File: config.mk
export PLATFORM = sky130hd
export DESIGN_NAME = main_memory_read_sequencer
export DESIGN_NICKNAME = d
export VERILOG_FILES = /design/src/rtl/main_memory_read_sequencer.sv
export SDC_FILE = /design/constraint.sdc
export NUM_CORES = 1
export LEC_CHECK = 0
export BUFFER_PORTS_ARGS = -buffer_cell sky130_fd_sc_hd__buf_2
export CELL_PAD_IN_SITES_DETAIL_PLACEMENT = 1
export CELL_PAD_IN_SITES_GLOBAL_PLACEMENT = 1
export CORE_UTILIZATION = 46
export DETAILED_ROUTE_END_ITERATION = 12
export PLACE_DENSITY = 0.92
export SKIP_CTS_REPAIR_TIMING = 1
export SLEW_MARGIN = 20
export SYNTH_ARGS = -nofsm -noshare
export SYNTH_HDL_FRONTEND = slang
export SYNTH_SLANG_ARGS = --single-unit
File: constraint.sdc
create_clock -name i_clk -period 8.7 [get_ports i_clk]
set_input_delay 1.74 -clock i_clk [delete_from_list [all_inputs] [get_ports i_clk]]
set_output_delay 1.74 -clock i_clk [all_outputs]
set_load 0.02 [all_outputs]
File: src/rtl/main_memory_read_sequencer.sv
// Reads a burst of wide BRAM words and streams their samples out as OUT_WIDTH beats over valid/ready.
// First beat 2+RD_LATENCY cycles after start; 1+RD_LATENCY idle cycles per word; holds in SEND while i_ready is low.
module main_memory_read_sequencer #(
    parameter int SAMPLE_WIDTH     = 16,
    parameter int SAMPLES_PER_WORD = 8,
    parameter int OUT_WIDTH        = 16,
    parameter int ADDR_WIDTH       = 10,
    parameter int RD_LATENCY       = 1
) (
    input  logic                                     i_clk,
    input  logic                                     i_rst,
    input  logic                                     i_start,
    input  logic                                     i_abort,
    input  logic [ADDR_WIDTH-1:0]                    i_start_addr,
    input  logic [ADDR_WIDTH:0]                      i_word_count,
    output logic [ADDR_WIDTH-1:0]                    o_bram_addr,
    output logic                                     o_bram_rd_en,
    input  logic [SAMPLE_WIDTH*SAMPLES_PER_WORD-1:0] i_bram_data,
    output logic [OUT_WIDTH-1:0]                     o_data,
    output logic                                     o_valid,
    input  logic                                     i_ready,
    output logic                                     o_last,
    output logic                                     o_busy,
    output logic                                     o_done
);
    localparam int WORD_W = SAMPLE_WIDTH * SAMPLES_PER_WORD;
    localparam int CNT_W  = ADDR_WIDTH + 1;
    localparam int IDX_W  = (SAMPLES_PER_WORD > 1) ? $clog2(SAMPLES_PER_WORD) : 1;
    localparam bit SPLIT  = (SAMPLE_WIDTH > OUT_WIDTH);
    localparam logic [IDX_W-1:0] LAST_IDX = IDX_W'(SAMPLES_PER_WORD - 1);
    localparam logic [1:0]       LAST_LAT = 2'(RD_LATENCY - 1);

    typedef enum logic [2:0] {S_IDLE, S_ISSUE, S_WAIT, S_SEND, S_DONE} state_e;

    state_e              state_q, state_d;
    logic [ADDR_WIDTH-1:0] addr_q, addr_d;
    logic [CNT_W-1:0]    words_q, words_d;
    logic [WORD_W-1:0]   word_q, word_d;
    logic [IDX_W-1:0]    idx_q, idx_d;
    logic                half_q, half_d;
    logic [1:0]          lat_q, lat_d;

    logic [SAMPLE_WIDTH-1:0] samples [SAMPLES_PER_WORD];
    logic [2*OUT_WIDTH-1:0]  sample_ext;
    logic                    last_half;
    logic                    last_word;
    logic                    fire;

    for (genvar k = 0; k < SAMPLES_PER_WORD; k++) begin : g_unpack
        assign samples[k] = word_q[k*SAMPLE_WIDTH +: SAMPLE_WIDTH];
    end

    // Output beat is a pure mux of registered state, so it cannot change while stalled.
    always_comb begin
        sample_ext = '0;
        sample_ext[SAMPLE_WIDTH-1:0] = samples[idx_q];
    end

    assign o_data       = half_q ? sample_ext[2*OUT_WIDTH-1:OUT_WIDTH] : sample_ext[OUT_WIDTH-1:0];
    assign last_half    = SPLIT ? half_q : 1'b1;
    assign last_word    = (words_q == CNT_W'(1));
    assign o_valid      = (state_q == S_SEND);
    assign fire         = o_valid && i_ready;
    assign o_last       = o_valid && last_word && (idx_q == LAST_IDX) && last_half;
    assign o_bram_rd_en = (state_q == S_ISSUE);
    assign o_bram_addr  = addr_q;
    assign o_busy       = (state_q != S_IDLE);
    assign o_done       = (state_q == S_DONE);

    always_comb begin
        state_d = state_q;
        addr_d  = addr_q;
        words_d = words_q;
        word_d  = word_q;
        idx_d   = idx_q;
        half_d  = half_q;
        lat_d   = lat_q;
        case (state_q)
            S_IDLE: begin
                if (i_start) begin
                    addr_d  = i_start_addr;
                    words_d = i_word_count;
                    state_d = (i_word_count == '0) ? S_DONE : S_ISSUE;
                end
            end
            S_ISSUE: begin
                lat_d   = '0;
                state_d = S_WAIT;
            end
            S_WAIT: begin
                if (lat_q == LAST_LAT) begin
                    word_d  = i_bram_data;
                    idx_d   = '0;
                    half_d  = 1'b0;
                    state_d = S_SEND;
                end else begin
                    lat_d = lat_q + 2'd1;
                end
            end
            S_SEND: begin
                if (fire) begin
                    if (!last_half) begin
                        half_d = 1'b1;
                    end else begin
                        half_d = 1'b0;
                        if (idx_q != LAST_IDX) begin
                            idx_d = idx_q + IDX_W'(1);
                        end else if (last_word) begin
                            state_d = S_DONE;
                        end else begin
                            addr_d  = addr_q + ADDR_WIDTH'(1);
                            words_d = words_q - CNT_W'(1);
                            state_d = S_ISSUE;
                        end
                    end
                end
            end
            S_DONE:  state_d = S_IDLE;
            default: state_d = S_IDLE;
        endcase
        // Abort wins over everything, including a start seen in IDLE.
        if (i_abort) state_d = S_IDLE;
    end

    always_ff @(posedge i_clk or posedge i_rst) begin
        if (i_rst) begin
            state_q <= S_IDLE;
            addr_q  <= '0;
            words_q <= '0;
            word_q  <= '0;
            idx_q   <= '0;
            half_q  <= 1'b0;
            lat_q   <= '0;
        end else begin
            state_q <= state_d;
            addr_q  <= addr_d;
            words_q <= words_d;
            word_q  <= word_d;
            idx_q   <= idx_d;
            half_q  <= half_d;
            lat_q   <= lat_d;
        end
    end
endmodule

; After elaboration in Yosys (flattened, before gate mapping)
; Cells that the tools add are included.
[classes]
addsub = 4
shift = 0
mux = 31
reduce_logical = 16
div = 0
multipliers = 0
magnitude_cmp = 1
n_bitwise = 1
n_eq_ne = 18
[op_table]
columns = op, n
row1 = $bmux W16 S3, 1
row2 = $mux W16, 3
row3 = $mux W11, 4
row4 = $mux W10, 4
row5 = $mux W3, 10
row6 = $pmux W11 S2, 1
row7 = $pmux W10 S2, 1
row8 = $ne A3 B3 Y1 const B, 4
row9 = $pmux W3 S4, 1
row10 = $eq A11 B1 Y1 const B, 1
row11 = $logic_not A11 Y1, 1
row12 = $sub A11 B1 Y11 const B, 1
row13 = $add A10 B1 Y10 const B, 1
row14 = $ne A2 B2 Y1 const B, 5
row15 = $reduce_and A4 Y1, 2
row16 = $eq A3 B2 Y1 const B, 2
row17 = $eq A3 B3 Y1 const B, 2
row18 = $pmux W3 S2, 1
row19 = $reduce_bool A2 Y1, 3
row20 = $reduce_and A5 Y1, 1
row21 = $ge A4 B4 Y1 const B, 1
row22 = $ne A2 B1 Y1 const B, 2
row23 = $not A3 Y4, 1
row24 = $pmux W2 S2, 1
row25 = other kinds (13), 17
[totals]
out_inout_bits = 31
n_memories = 0
rom_bits = 0
latch_bits = 0
regBits = 158
ram_bits = 0
elab_cells = 78

; Longest topological paths before layout
[logic_depth]
ltp_word = 6
mapped_depth = 8
depth_no_buf = 6

; Worst setup path before layout
; Ideal clock, no wire load.
[synth_timing]
path_type = reg2out
startpoint = register words_q[2]
endpoint = output o_last
arrival_time_ps = 1645
path_buffers = 2
path_slack_ps = 5315
path_stages_with_launch = 6
path_cell_list = dfrtp_1 -> nor4_4 -> and4_1 -> buf_4 -> buf_2 -> and2_1
[synth_via]
elab_chain_len = 3
[synth_lines]
columns = item, line
row1 = start: declaration, 37  ; logic [CNT_W-1:0] words_q, words_d;
row2 = start signal: assignment, 137  ; words_q <= words_d;
row3 = $eq A11 B1 Y1, 61  ; assign last_word = (words_q == CNT_W'(1));
row4 = $logic_and A1 B1 Y1 (2 in a row), 64  ; assign o_last = o_valid && last_word && (idx_q == LAST_IDX) && last_half;
row5 = end: declaration, 22  ; output logic o_last,
; No other way between the ends.

; Final worst setup path
[layout_timing]
startpoint = register state_q[0]
endpoint = output o_last
[layout_via]
elab_chain_len = 3
[layout_lines]
columns = item, line
row1 = start: declaration, 35  ; state_e state_q, state_d;
row2 = start signal: assignment, 135  ; state_q <= state_d;
row3 = $eq A3 B2 Y1, 62  ; assign o_valid = (state_q == S_SEND);
row4 = $logic_and A1 B1 Y1 (2 in a row), 64
; No other way between the ends.

==> flow_metrics.py <==
metrics = {
    "drt": {
        "ant_nets": 0,
        "wire_per_inst_um": 21.8,
        "drc": 0,
        "viasPerCell": 5.66,
        "via_count": 5566,
        "drt_iter0_drc": 322,
        "wirelength_mm": 21.4,
        "first_pass_iters": 4,
    },
    "finish": {
        "drive_above_1_share_pct": 51.6,
        "area_delta_synth_final_pct": 20.1,
        "final_nets": 910,
        "layout_common_cells": "buf_2 (184), dfrtp_1 (155), mux2_2 (130)",
        "fill_cells": 1668,
        "final_core_util_pct": 57.3,
        "mostFrequentLayoutCell": "buf_2",
    },
    "die": {
        "fp.dieW_um": 131,
        "core_area_sq_um": 16100,
        "rows": 46,
        "dieArea_sq_um": 17200,
        "num_io_pins": 185,
        "die_y_um": 131,
        "start_util_pct": 47.7,
    },
    "yosys": {
        "synth_seq_area_share_pct": 51.1,
        "synth_edf_count": 0,
        "synth-seq-cells": 157,
        "synth_cells": 586,
        "synthFlopType": "dfrtp_1",
        "ys_async_sr_fraction_pct": 100,
        "synth_nets": 746,
        "netlist_area_sq_um": 7690,
        "yosysWarnings": 0,
        "syn_area_per_cell_sq_um": 13.1,
        "synth_cell_types": 51,
    },
    "setup_path": {
        "reg2reg_from": "state_q[0]",
        "crit_type": "reg -> out",
        "worst-r2r-cell-count": 5,
        "end_kind": "output port",
        "cp_data_arrival_time_ps": 3570,
        "rr_endpoint": "words_q[1]",
        "start_kind": "register",
        "worstPathMaxFanout": 32,
        "r2r_slack_ps": 5000,
        "required_ps": 6960,
    },
    "clock_network": {
        "clockBufferDepth": 2,
        "cts_sinks": 157,
        "cts_tree": "done",
        "clk_root_buffer_cell": "clkbuf_16",
        "insertion_delay_ps": 420,
        "cts_inserted_buffers": 17,
        "clkTransAtPathRegs_ps": 60,
        "htree_levels": 4,
    },
    "global_routing": {
        "antenna_found_initial": 5,
        "grt_pass1_wl_mm": 34.8,
        "track_usage_pct": 26.3,
        "grt_overflow_total": 0,
        "grt_max_degree": 87,
        "grt_pass1_vias": 6481,
    },
    "min_path": {
        "hold_start": "lat_q[0]",
        "hold_depth": 2,
        "hold_class": "reg -> reg",
        "holdPathEnd": "lat_q[0]",
    },
    "sta": {
        "slew_headroom_pct": 31.1,
        "finClkSkew_ps": 11.6,
        "drv_slew": 0,
        "setup_violations": 0,
        "whs_ps": 493,
        "fin_crit_sh_pct": 61.0,
        "tightest_slew_ps": 1030,
        "finalHoldViolations": 0,
        "grt_setup_unrepaired": "no",
        "fmax_ghz": 0.188,
        "min_period_ps": 5310,
        "finalSetupTns_ps": 0,
    },
    "status": {
        "outcome": "finished, final reports clean",
    },
    "pwr": {
        "ir_drop_mv": 0.195,
        "p_leak_nw": 4.10,
        "pwr_density_cell_nw_per_um2": 372,
    },
    "place": {
        "hpwl_mm": 15.3,
        "routabilityCongestion": 0.825,
        "port_buffers": 184,
    },
    "run": {
        "maxCapViolCount": 0,
    },
}
[per-stage QoR]
step           setup WS (ps)  instance area [sq um]  total power, mW  std cells
6_report                3390                   9240             3.43        984
2_1_floorplan           2730                   7690             2.31        586
4_1_cts                 3390                   9220             3.47        979
3_3_place_gp            4020                   8650             2.59        947
3_5_place_dp            3830                   8650             2.71        947
5_1_grt                 3090                   9240             3.63        984
[sequential cells by signal, indices dropped and copies added, names as in the netlist]
register,count
word_q,128
words_q,11
o_bram_addr,10
idx_q,3
state_q,3
lat_q,2
[where the power goes]
group | switching (mW) | internal, mW
combinational | 0.631 | 0.703
sequential | 0.279 | 1.09
clock | 0.324 | 0.404
total | 1.23 | 2.20
[worst max path at each step]
stage	startpoint	endpoint	slack, ps
2_1_floorplan	i_rst	idx_q[0]	2730
3_3_place_gp	state_q[0]	o_last	4020
3_5_place_dp	state_q[0]	o_last	3830
4_1_cts	state_q[0]	o_last	3390
5_1_grt	state_q[0]	o_last	3090
6_report	state_q[0]	o_last	3390
[cell families after synthesis]
kind of cell | share of synthesized area, %
simple gates | 8.29
fa+ha+maj | 0.976
flops | 51.1
mux | 28.9
compound gates | 6.36
buf+inv | 4.39
[Yosys cell counts (6+ instances only)]
library cell,n,area (sq um)
a21oi_1,10,50.1
a2bb2oi_1,11,96.3
buf_2,9,45.0
buf_4,7,52.6
buf_6,10,113
clkbuf_1,15,56.3
dfrtp_1,157,3930
ha_1,6,75.1
inv_1,11,41.3
mux2_2,130,1460
mux4_2,32,721
nand2_1,57,214
nand4_1,6,37.5
nor2_1,14,52.6
nor3_1,19,95.1
o21ai_0,23,115
o31ai_1,7,52.6
[worst max-delay path: stages, from the launching register on]
cell and delay (ps):
dfrtp_1 670, nand3b_2 610, inv_2 630, and4_1 850
and2_1 220, buf_2 160
[routing by layer]
metal | vias to the layer above | track usage [%] | share of wire [%]
li1 | 2510 | - | -
met1 | 2860 | 29.9 | 39
met2 | 162 | 47.7 | 54
met3 | 34 | 6.40 | 4.7
met4 | 0 | 9.69 | 2.5
met5 | - | 0 | 0
[area by class of cell]
class / instances / area [sq um] / area share (%)
Antenna cell: 5 / 12.5 / 0.135
Clock buffer: 17 / 425 / 4.61
Clock inverter: 15 / 151 / 1.64
Inverter: 13 / 53.8 / 0.582
Multi-Input combinational cell: 372 / 3430 / 37.2
Sequential cell: 157 / 3930 / 42.6
Tap cell: 216 / 270 / 2.93
Timing Repair Buffer: 189 / 958 / 10.4
No activity file was read; power rests on OpenSTA's default activity.
